$ cat config.mk
export PLATFORM = sky130hd
export DESIGN_NAME = decode_stage_flat
export DESIGN_NICKNAME = d
export VERILOG_FILES = /design/src/rtl/decode_pkg.sv /design/src/rtl/decode_if.sv /design/src/rtl/decode_skid_buf.sv /design/src/rtl/decode_stage.sv /design/src/flat_wrapper.sv
export SDC_FILE = /design/constraint.sdc
export NUM_CORES = 1
export LEC_CHECK = 0
export CAP_MARGIN = 10
export CORE_ASPECT_RATIO = 0.9
export CORE_MARGIN = 2
export CORE_UTILIZATION = 43
export DETAILED_ROUTE_END_ITERATION = 6
export GPL_TIMING_DRIVEN = 1
export PLACE_DENSITY = 0.77
export SLEW_MARGIN = 20
export SYNTH_ARGS = -nofsm -noshare
export SYNTH_HDL_FRONTEND = slang
export SYNTH_SLANG_ARGS = --single-unit
$ cat constraint.sdc
create_clock -name clk -period 2 [get_ports clk]
set_input_delay 0.4 -clock clk [delete_from_list [all_inputs] [get_ports clk]]
set_output_delay 0.4 -clock clk [all_outputs]
set_load 0.05 [all_outputs]
$ cat src/rtl/decode_pkg.sv
// decode_pkg: shared definitions for the instruction-decode stage.
//   - default field widths
//   - field bit positions for the default instruction layout
//   - decoded-field struct at the default widths
//   - field_lsb(): LSB of a register-address field, used by parametrised users
//   - extend(): sign/zero extension of an operand field up to 64 bits
// Fields are packed from the MSB: opcode, src1, src2, dest, then any spare
// low bits that only appear inside the operand.
package decode_pkg;

  localparam int DEF_INSTR_W = 16;
  localparam int DEF_OP_W    = 4;
  localparam int DEF_RA_W    = 4;
  localparam int DEF_DATA_W  = 16;

  // idx 1 = src1, 2 = src2, 3 = dest
  function automatic int field_lsb(input int instr_w, input int op_w,
                                   input int ra_w, input int idx);
    return instr_w - op_w - idx * ra_w;
  endfunction

  localparam int DEF_OPND_W   = DEF_INSTR_W - DEF_OP_W;
  localparam int DEF_OP_LSB   = DEF_INSTR_W - DEF_OP_W;
  localparam int DEF_SRC1_LSB = field_lsb(DEF_INSTR_W, DEF_OP_W, DEF_RA_W, 1);
  localparam int DEF_SRC2_LSB = field_lsb(DEF_INSTR_W, DEF_OP_W, DEF_RA_W, 2);
  localparam int DEF_DEST_LSB = field_lsb(DEF_INSTR_W, DEF_OP_W, DEF_RA_W, 3);

  typedef struct packed {
    logic [DEF_OP_W-1:0]   opcode;
    logic [DEF_RA_W-1:0]   src1;
    logic [DEF_RA_W-1:0]   src2;
    logic [DEF_RA_W-1:0]   dest;
    logic [DEF_OPND_W-1:0] operand;
    logic                  illegal;
  } dec_fields_t;

  // Keeps the low 'width' bits of value; the bits above are filled with the
  // operand's top bit when sext is set, zero otherwise. width is 1..63.
  function automatic logic [63:0] extend(input logic [63:0] value,
                                         input int width,
                                         input logic sext);
    logic [63:0] keep;
    logic        fill;
    keep = (64'd1 << width) - 64'd1;
    fill = sext & (|(value & (64'd1 << (width - 1))));
    return (value & keep) | (fill ? ~keep : 64'd0);
  endfunction

endpackage

$ cat src/rtl/decode_if.sv
// decode_if: fetch-side and downstream-side signals of the decode stage.
//   master: the surroundings (fetch drives instruction/in_valid/flush,
//           downstream drives out_ready and consumes the decoded fields)
//   slave : the decode stage itself
interface decode_if
  import decode_pkg::*;
#(
  parameter int INSTR_W = DEF_INSTR_W,
  parameter int OP_W    = DEF_OP_W,
  parameter int RA_W    = DEF_RA_W,
  parameter int DATA_W  = DEF_DATA_W,
  parameter int CNT_W   = 8
);
  localparam int OPND_W = INSTR_W - OP_W;

  logic               flush;
  logic               in_valid;
  logic               in_ready;
  logic [INSTR_W-1:0] instruction;
  logic               out_valid;
  logic               out_ready;
  logic [OP_W-1:0]    opcode;
  logic [RA_W-1:0]    src_addr1;
  logic [RA_W-1:0]    src_addr2;
  logic [RA_W-1:0]    dest_addr;
  logic [OPND_W-1:0]  operand;
  logic [DATA_W-1:0]  imm_ext;
  logic               illegal;
  logic [CNT_W-1:0]   illegal_cnt;

  modport master (
    output flush, in_valid, instruction, out_ready,
    input  in_ready, out_valid, opcode, src_addr1, src_addr2, dest_addr,
           operand, imm_ext, illegal, illegal_cnt
  );

  modport slave (
    input  flush, in_valid, instruction, out_ready,
    output in_ready, out_valid, opcode, src_addr1, src_addr2, dest_addr,
           operand, imm_ext, illegal, illegal_cnt
  );

endinterface

$ cat src/rtl/decode_skid_buf.sv
// decode_skid_buf: generic 2-entry valid/ready buffer.
//   clk, rst_n          clock, asynchronous active-low reset
//   flush               synchronous clear of both entries (wins over all)
//   in_valid/in_ready   upstream handshake; in_ready = skid entry empty
//   in_data [W]         payload in
//   out_valid/out_ready downstream handshake, driven from the main entry
//   out_data [W]        payload out (main entry register)
// in_ready depends only on registered state, so there is no combinational
// path from out_ready back to in_ready.
module decode_skid_buf #(
  parameter int W = 8
) (
  input  logic         clk,
  input  logic         rst_n,
  input  logic         flush,
  input  logic         in_valid,
  output logic         in_ready,
  input  logic [W-1:0] in_data,
  output logic         out_valid,
  input  logic         out_ready,
  output logic [W-1:0] out_data
);

  logic         main_vld_p1;
  logic         skid_vld_p1;
  logic [W-1:0] main_p1;
  logic [W-1:0] skid_p1;
  logic         accept;
  logic         main_free;

  assign accept    = in_valid & in_ready;
  // main can take a new word when it is empty or handing its word off now
  assign main_free = ~main_vld_p1 | out_ready;

  // ---- stage p1: main + skid entries ----
  always_ff @(posedge clk or negedge rst_n) begin
    if (!rst_n) begin
      main_vld_p1 <= 1'b0;
      skid_vld_p1 <= 1'b0;
      main_p1     <= '0;
      skid_p1     <= '0;
    end else if (flush) begin
      main_vld_p1 <= 1'b0;
      skid_vld_p1 <= 1'b0;
    end else if (main_free) begin
      if (skid_vld_p1) begin
        main_vld_p1 <= 1'b1;
        main_p1     <= skid_p1;
        skid_vld_p1 <= accept;
        if (accept) skid_p1 <= in_data;
      end else begin
        main_vld_p1 <= accept;
        if (accept) main_p1 <= in_data;
      end
    end else if (accept) begin
      skid_vld_p1 <= 1'b1;
      skid_p1     <= in_data;
    end
  end

  assign in_ready  = ~skid_vld_p1;
  assign out_valid = main_vld_p1;
  assign out_data  = main_p1;

endmodule

$ cat src/rtl/decode_stage.sv
// decode_stage: registered instruction-decode pipeline stage.
//   clk    clock, rising edge
//   rst_n  asynchronous active-low reset
//   bus    decode_if.slave:
//            flush, in_valid, instruction, out_ready   (in)
//            in_ready, out_valid, opcode, src_addr1, src_addr2, dest_addr,
//            operand, imm_ext, illegal, illegal_cnt    (out)
// The incoming word is split combinationally, the result (including the
// extended immediate and the illegal flag) is captured by the skid buffer,
// and every output comes from the buffer's registered main entry.
// illegal_cnt counts delivered illegal words, saturating; flush leaves it.
module decode_stage
  import decode_pkg::*;
#(
  parameter int                INSTR_W      = DEF_INSTR_W,
  parameter int                OP_W         = DEF_OP_W,
  parameter int                RA_W         = DEF_RA_W,
  parameter int                DATA_W       = DEF_DATA_W,
  parameter int                SEXT_IMM     = 1,
  parameter logic [2**OP_W-1:0] ILLEGAL_MASK = '0,
  parameter int                CNT_W        = 8
) (
  input logic      clk,
  input logic      rst_n,
  decode_if.slave  bus
);

  localparam int OPND_W   = INSTR_W - OP_W;
  localparam int SRC1_LSB = field_lsb(INSTR_W, OP_W, RA_W, 1);
  localparam int SRC2_LSB = field_lsb(INSTR_W, OP_W, RA_W, 2);
  localparam int DEST_LSB = field_lsb(INSTR_W, OP_W, RA_W, 3);

  typedef struct packed {
    logic [OP_W-1:0]   opcode;
    logic [RA_W-1:0]   src1;
    logic [RA_W-1:0]   src2;
    logic [RA_W-1:0]   dest;
    logic [OPND_W-1:0] operand;
    logic [DATA_W-1:0] imm;
    logic              illegal;
  } fields_t;

  function automatic logic [CNT_W-1:0] sat_inc(input logic [CNT_W-1:0] v);
    return (&v) ? v : v + CNT_W'(1);
  endfunction

  fields_t          dec_p0;
  fields_t          out_p1;
  logic             vld_p1;
  logic             deliver;
  logic [CNT_W-1:0] cnt_p1;

  // ---- stage p0: combinational field split of the incoming word ----
  always_comb begin
    dec_p0         = '0;
    dec_p0.opcode  = bus.instruction[INSTR_W-1 -: OP_W];
    dec_p0.src1    = bus.instruction[SRC1_LSB +: RA_W];
    dec_p0.src2    = bus.instruction[SRC2_LSB +: RA_W];
    dec_p0.dest    = bus.instruction[DEST_LSB +: RA_W];
    dec_p0.operand = bus.instruction[OPND_W-1:0];
    dec_p0.imm     = DATA_W'(extend(64'(bus.instruction[OPND_W-1:0]),
                                    OPND_W, SEXT_IMM != 0));
    dec_p0.illegal = ILLEGAL_MASK[dec_p0.opcode];
  end

  // ---- stage p1: registered main/skid entries ----
  decode_skid_buf #(
    .W ($bits(fields_t))
  ) u_buf (
    .clk       (clk),
    .rst_n     (rst_n),
    .flush     (bus.flush),
    .in_valid  (bus.in_valid),
    .in_ready  (bus.in_ready),
    .in_data   (dec_p0),
    .out_valid (vld_p1),
    .out_ready (bus.out_ready),
    .out_data  (out_p1)
  );

  assign deliver = vld_p1 & bus.out_ready;

  // a delivery coinciding with flush is discarded, so it is not counted
  always_ff @(posedge clk or negedge rst_n) begin
    if (!rst_n) begin
      cnt_p1 <= '0;
    end else if (!bus.flush && deliver && out_p1.illegal) begin
      cnt_p1 <= sat_inc(cnt_p1);
    end
  end

  assign bus.out_valid   = vld_p1;
  assign bus.opcode      = out_p1.opcode;
  assign bus.src_addr1   = out_p1.src1;
  assign bus.src_addr2   = out_p1.src2;
  assign bus.dest_addr   = out_p1.dest;
  assign bus.operand     = out_p1.operand;
  assign bus.imm_ext     = out_p1.imm;
  assign bus.illegal     = out_p1.illegal;
  assign bus.illegal_cnt = cnt_p1;

endmodule

$ cat src/flat_wrapper.sv
// flat-port wrapper written by rule: the top's interface ports become plain ports
module decode_stage_flat import decode_pkg::*;
#(
  parameter int                INSTR_W      = DEF_INSTR_W,
  parameter int                OP_W         = DEF_OP_W,
  parameter int                RA_W         = DEF_RA_W,
  parameter int                DATA_W       = DEF_DATA_W,
  parameter int                SEXT_IMM     = 1,
  parameter logic [2**OP_W-1:0] ILLEGAL_MASK = '0,
  parameter int                CNT_W        = 8
)
  (clk, rst_n, bus_flush, bus_in_valid, bus_instruction, bus_out_ready, bus_in_ready, bus_out_valid, bus_opcode, bus_src_addr1, bus_src_addr2, bus_dest_addr, bus_operand, bus_imm_ext, bus_illegal, bus_illegal_cnt);
  decode_if #(.INSTR_W(INSTR_W), .OP_W(OP_W), .RA_W(RA_W), .DATA_W(DATA_W), .CNT_W(CNT_W)) bus_i ();
  input logic clk;
  input logic rst_n;
  input wire logic [$bits(bus_i.flush)-1:0] bus_flush;
  input wire logic [$bits(bus_i.in_valid)-1:0] bus_in_valid;
  input wire logic [$bits(bus_i.instruction)-1:0] bus_instruction;
  input wire logic [$bits(bus_i.out_ready)-1:0] bus_out_ready;
  output wire logic [$bits(bus_i.in_ready)-1:0] bus_in_ready;
  output wire logic [$bits(bus_i.out_valid)-1:0] bus_out_valid;
  output wire logic [$bits(bus_i.opcode)-1:0] bus_opcode;
  output wire logic [$bits(bus_i.src_addr1)-1:0] bus_src_addr1;
  output wire logic [$bits(bus_i.src_addr2)-1:0] bus_src_addr2;
  output wire logic [$bits(bus_i.dest_addr)-1:0] bus_dest_addr;
  output wire logic [$bits(bus_i.operand)-1:0] bus_operand;
  output wire logic [$bits(bus_i.imm_ext)-1:0] bus_imm_ext;
  output wire logic [$bits(bus_i.illegal)-1:0] bus_illegal;
  output wire logic [$bits(bus_i.illegal_cnt)-1:0] bus_illegal_cnt;
  assign bus_i.flush = bus_flush;
  assign bus_i.in_valid = bus_in_valid;
  assign bus_i.instruction = bus_instruction;
  assign bus_i.out_ready = bus_out_ready;
  assign bus_in_ready = bus_i.in_ready;
  assign bus_out_valid = bus_i.out_valid;
  assign bus_opcode = bus_i.opcode;
  assign bus_src_addr1 = bus_i.src_addr1;
  assign bus_src_addr2 = bus_i.src_addr2;
  assign bus_dest_addr = bus_i.dest_addr;
  assign bus_operand = bus_i.operand;
  assign bus_imm_ext = bus_i.imm_ext;
  assign bus_illegal = bus_i.illegal;
  assign bus_illegal_cnt = bus_i.illegal_cnt;
  decode_stage #(.INSTR_W(INSTR_W), .OP_W(OP_W), .RA_W(RA_W), .DATA_W(DATA_W), .SEXT_IMM(SEXT_IMM), .ILLEGAL_MASK(ILLEGAL_MASK), .CNT_W(CNT_W)) u_core (.clk(clk), .rst_n(rst_n), .bus(bus_i));
endmodule
After elaboration in Yosys (flattened, before gate mapping)
Memory sizes are Yosys's and may differ from the RTL's.
Cells that the tools add are included.
{"block": "word_totals", "ff_bits": 100, "romBits": 16, "wordCells": 41, "memories": 1}
{"memory": "(name not given)", "words": 16, "width": 1, "rd": 1, "rd_ports_with_merged_regs": 0, "wr": 0, "line_no": "decode_stage.sv:63", "source": "dec_p0.illegal = ILLEGAL_MASK[dec_p0.opcode];"}
{"block": "classes", "add_sub_neg": 1, "n_lt_le_gt_ge": 1, "n_eq_ne": 1, "n_mux": 14, "bitwise_logic": 8, "reduce_logical": 10}
{"cell": "$mux W45", "n": 5}
{"cell": "$mux W16", "n": 1}
{"cell": "$or A12 B16 Y16", "n": 1}
{"cell": "$add A8 B1 Y8 const B", "n": 1}
{"cell": "$mux W1", "n": 8}
{"cell": "$reduce_and A8 Y1", "n": 1}
{"cell": "$lt A4 B5 Y1 const B", "n": 1}
{"cell": "$not A1 Y1", "n": 4}
{"cell": "$reduce_and A2 Y1", "n": 2}
{"cell": "$reduce_bool A2 Y1", "n": 2}
{"cell": "$reduce_and A3 Y1", "n": 1}
{"cell": "$reduce_bool A3 Y1", "n": 1}
{"cell": "$and A1 B1 Y1", "n": 2}
{"cell": "$logic_and A1 B1 Y1", "n": 2}
{"cell": "$ne A2 B2 Y1 const B", "n": 1}
{"cell": "$logic_not A1 Y1", "n": 1}
{"cell": "$or A1 B1 Y1", "n": 1}

Logic depth before layout (Yosys ltp)
{"block": "logic_depth", "ltp_word": 5, "ltp_mapped": 5, "mapped_depth_nobuf": 3}

By module
A second synthesis with hierarchy kept.
{"block": "unflattened", "cells_unflattened": 289, "area_unflattened_um2": 4483.0}
{"module": "decode_skid_buf", "n_inst": 1, "cells_per_inst": 249, "area_each_um2": 4026.4, "seq_area_each_um2": 2302.2}
{"module": "decode_stage", "n_inst": 1, "cells_per_inst": 40, "area_each_um2": 456.7, "seq_area_each_um2": 200.2}

Worst setup path after synthesis
No wires, ideal clock.
{"block": "synth_timing", "path_type": "flip-flop to flip-flop", "startpoint": "register u_core.u_buf.main_vld_p1 (netlist: u_core.u_buf.out_valid)", "endpoint": "register u_core.u_buf.main_p1[30] (netlist: u_core.u_buf.out_data[30])", "setup_ps": 125, "t_arrival_ps": 1578, "required_ps": 1875, "slack_ps": 297, "path_stages_with_launch": 5, "path_buffers": 1, "period_less_slack_ps": 1703, "path_cell_list": "dfrtp_1 -> nor2b_4 -> nor3_4 -> buf_12 -> mux2_4"}
{"block": "synth_between", "elab_chain_len": 3}
{"element": "start: declaration", "line_no": "decode_skid_buf.sv:24", "source": "logic main_vld_p1;"}
{"element": "start signal: assignment", "line_no": "decode_skid_buf.sv:52", "source": "main_vld_p1 <= accept;"}
{"element": "$not A1 Y1", "line_no": "decode_skid_buf.sv:33", "source": "assign main_free = ~main_vld_p1 | out_ready;"}
{"element": "$or A1 B1 Y1", "line_no": "decode_skid_buf.sv:33"}
{"element": "$reduce_and A3 Y1 (no source line)"}
{"element": "end signal: assignment", "line_no": "decode_skid_buf.sv:48", "source": "main_p1 <= skid_p1;"}
{"element": "end signal: assignment", "line_no": "decode_skid_buf.sv:53", "source": "if (accept) main_p1 <= in_data;"}
{"element": "end: declaration", "line_no": "decode_skid_buf.sv:26", "source": "logic [W-1:0] main_p1;"}
Every way passes these cells.
A chain may end at the register's enable or synchronous reset.

==> results_tabular.tex <==
\begin{tabular}{lr}
\hline
Metric & Value \\
\hline
\multicolumn{2}{l}{\textbf{Flow run}} \\
Count of maximum capacitance violations & 0 \\
\multicolumn{2}{l}{\textbf{Finish}} \\
Post-layout net count & 197 \\
FF+latch area & 851 um\^{}2 \\
Cell area after layout & 2410 um\^{}2 \\
Final core utilization & 0.581 \\
Proportion of layout cells with a drive suffix above 1 & 0.386 \\
Fillers & 321 \\
Multi-input gate area & 728 um\^{}2 \\
Layout area overhead & 28.1\% \\
Final antenna diode count & 0 \\
\multicolumn{2}{l}{\textbf{Die}} \\
Cell Rows & 22 \\
Initial cell density of the core & 0.453 \\
Horiz. Die Dim & 73.8 um \\
Chip height & 66.8 um \\
Die area & 4930 um\^{}2 \\
Area of the core & 4160 um\^{}2 \\
I/O pins & 76 \\
\multicolumn{2}{l}{\textbf{Clocking}} \\
Clock latency on the worst-skew pair & 0.28 ns \\
CTS H-Tree Depth & 2 \\
TritonCTS clock tree & built \\
Gates resized, CTS repair & 0 \\
CTS Buffer Depth & 2 \\
Clk sink count & 34 \\
Clock-pin transition on the worst setup and hold timing paths & 0.06 ns \\
Root buffer cell & sky130\_fd\_sc\_hd\_\_clkbuf\_8 \\
Clock buffer count from CTS & 5 \\
Number of setup buffers added after CTS & 0 \\
Hold buffers post-CTS & 0 \\
\multicolumn{2}{l}{\textbf{Setup path}} \\
Sum of buffers and inverters on the critical path & 1 \\
Critical path type & flop to primary output \\
Worst setup EP type & primary output \\
Maximum fanout along the worst path & 4 \\
Critical path data arrival time & 1.51 ns \\
CP Cell Sequence & clkdlybuf4s50\_1 \\
CP max-delay cell & sky130\_fd\_sc\_hd\_\_clkdlybuf4s50\_1 \\
Worst Setup Start Kind & flop \\
Required time worst endpoint & 1.60 ns \\
Largest delay share family, worst path & buffers and inverters \\
Max incr delay on CP & 0.83 ns \\
\multicolumn{2}{l}{\textbf{Min path}} \\
Type of the most critical hold path & flop to flop \\
\multicolumn{2}{l}{\textbf{Logic synthesis}} \\
Post-synth EDFFs & 0 \\
Post-synthesis mux area share & 0.327 \\
Most common cell in the synthesized netlist & sky130\_fd\_sc\_hd\_\_buf\_4 \\
Area share of the leading cell type in the synthesized netlist & 0.452 \\
Unique cell type count in the Yosys netlist & 15 \\
Proportion of synthesized flip-flops having asynchronous set or reset & 1.00 \\
Biggest area consumer among synthesized cells & sky130\_fd\_sc\_hd\_\_dfrtp\_1 \\
Dominant combinational cell family by area after synthesis & multiplexers \\
Xor and xnor area share after synthesis & 0 \\
Most instantiated cells after synthesis & 38 x sky130\_fd\_sc\_hd\_\_buf\_4, 34 x sky130\_fd\_sc\_hd\_\_dfrtp\_1, 28 x sky130\_fd\_sc\_hd\_\_mux2\_2 \\
Synth Area in Simple Gates & 0.0392 \\
Predominant post-synthesis flop cell & sky130\_fd\_sc\_hd\_\_dfrtp\_1 \\
Number of warnings reported in the yosys synthesis log & 0 \\
Part of the Yosys area used for sequential elements & 0.452 \\
Adder and majority gate portion of the synthesized area & 0 \\
Post-Synthesis Cell Area & 1880 um\^{}2 \\
Cells after synthesis & 133 \\
Average cell area after synthesis & 14.2 um\^{}2 \\
Yosys reg bits & 34 \\
Synth Area in Compound Gates & 0.00266 \\
Cells taking the most area after synthesis & sky130\_fd\_sc\_hd\_\_dfrtp\_1 45\%, sky130\_fd\_sc\_hd\_\_mux2\_2 17\%, sky130\_fd\_sc\_hd\_\_mux2\_4 16\%, sky130\_fd\_sc\_hd\_\_buf\_4 15\%, sky130\_fd\_sc\_hd\_\_buf\_6 1.2\% \\
\multicolumn{2}{l}{\textbf{Detailed routing}} \\
Per-cell routed wire length & 14.1 um \\
Violation count after the first detailed-routing iteration & 53 \\
Detailed Route WL & 3330 um \\
Number of nets with antenna violations after routing & 0 \\
Detailed-route via count & 1,055 \\
Detailed-router iteration count before antenna repair & 3 \\
Number of design rule violations left after detail routing & 0 \\
Detail-routed via count per cell & 4.47 \\
\multicolumn{2}{l}{\textbf{Timing}} \\
Final hold violation count & 0 \\
Finish-stage setup viols & 0 \\
Highest attainable clock frequency & 523 MHz \\
Number of pins exceeding their max-slew limit in the final report & 0 \\
Clock Skews & 0.00530 ns \\
Min setup slack post-route & 0.0896 ns \\
Final worst path period need & 1.91 ns \\
Total Negative Setup Slacks & 0 ns \\
Share of the cycle needed by the critical path after routing & 0.955 \\
Measured slew at the worst slew-check pin & 0.507 ns \\
Unrepaired setup endpoints after global routing & false \\
Max transition margin & 0.661 \\
\multicolumn{2}{l}{\textbf{Global routing}} \\
Vias in the first global route & 1,115 \\
Maximum number of pins on one net before global-route repair & 35 \\
GRT Overall Usage & 0.154 \\
Wire length of the first global-routing pass & 5620 um \\
Number of antenna violations at the first check in global routing & 0 \\
Total gr overflow & 0 \\
\multicolumn{2}{l}{\textbf{Placement}} \\
DP Wirelength & 2460 um \\
Port Buffer Count & 66 \\
Placement Setup Slack & 0.0530 ns \\
Total cell area at the placement stage & 2340 um\^{}2 \\
Gp weighted congestion & 0.731 \\
\multicolumn{2}{l}{\textbf{Power}} \\
Leakage & 1.06 nW \\
Final Total Pwr & 2.70 mW \\
Largest vdd supply drop & 0.384 mV \\
Power density over the cells & 1120 nW/um\^{}2 \\
\multicolumn{2}{l}{\textbf{Run status}} \\
Outcome & completed \\
\hline
\end{tabular}
-- worst paths after layout --
kind	from	to	slack [ns]	cells after the start
max	u_core.u_buf.out_data[34]	bus_imm_ext[5]	0.09	1
min	u_core.u_buf.skid_p1[36]	u_core.u_buf.skid_p1[36]	0.50	1
max reg2reg	u_core.u_buf.skid_vld_p1	u_core.u_buf.out_data[33]	0.43	3
min reg2reg	u_core.u_buf.skid_p1[36]	u_core.u_buf.skid_p1[36]	0.50	1
max in group asynchronous	rst_n	u_core.u_buf.out_data[38]	1.15	2
min in group asynchronous	rst_n	u_core.u_buf.out_data[39]	0.54	2
-- metrics by stage --
stage / std cells / hold WS, ns
6_report: 236 / 0.502
5_1_grt: 236 / 0.526
4_1_cts: 236 / 0.505
3_5_place_dp: 229 / 0.491
3_3_place_gp: 229 / 0.482
2_1_floorplan: 141 / 0.104
-- registers in the layout, indices dropped and copies added, names as in the netlist --
signal                    count
u_core.u_buf.skid_vld_p1      1
u_core.u_buf.out_data        16
u_core.u_buf.out_valid        1
u_core.u_buf.skid_p1         16
-- cells in the final DEF, fill, tap and decap left out --
cell	synthesis	final
sky130_fd_sc_hd__a21oi_1	1	1
sky130_fd_sc_hd__buf_12	1	1
sky130_fd_sc_hd__buf_4	38	10
sky130_fd_sc_hd__clkbuf_1	0	2
sky130_fd_sc_hd__clkbuf_8	0	5
sky130_fd_sc_hd__clkdlybuf4s50_1	0	58
sky130_fd_sc_hd__conb_1	1	9
sky130_fd_sc_hd__dfrtp_1	34	34
sky130_fd_sc_hd__inv_1	2	2
sky130_fd_sc_hd__mux2_2	28	28
sky130_fd_sc_hd__mux2_4	20	20
sky130_fd_sc_hd__nand2b_1	1	1
sky130_fd_sc_hd__nand4_4	1	1
sky130_fd_sc_hd__nor2_4	1	1
sky130_fd_sc_hd__nor2b_4	1	1
sky130_fd_sc_hd__nor3_1	1	1
sky130_fd_sc_hd__nor3_4	1	1
-- area by class of cell --
| class | instances | area share |
|---|---|---|
| Sequential cell | 34 | 0.353 |
| Multi-Input combinational cell | 64 | 0.302 |
| Clock buffer | 7 | 0.0316 |
| Timing Repair Buffer | 69 | 0.280 |
| Inverter | 2 | 0.00311 |
| Tap cell | 60 | 0.0311 |
-- kinds of logic (layout without fill, tap and decap cells) --
| kind of cell | Yosys count | in the layout |
|---|---|---|
| simple gates | 6 | 6 |
| compound gates | 1 | 1 |
| buf+inv | 43 | 78 |
| other cells | 1 | 9 |
| flops | 34 | 34 |
| mux | 48 | 48 |
-- where the power goes --
group,switching (mW),internal (mW),leakage [nW],total [mW]
clock,0.221,0.239,0.0383,0.461
combinational,0.808,0.493,0.612,1.30
sequential,0.106,0.835,0.411,0.941
-- routing by layer --
layer / vias up / global-route usage / wire, um
li1: 490 / - / -
met5: - / 0 / 0
met2: 42 / 0.249 / 1670
met4: 0 / 0.0477 / 48
met1: 518 / 0.195 / 1440
met3: 5 / 0.0484 / 170
(Power assumes the default switching activity.)
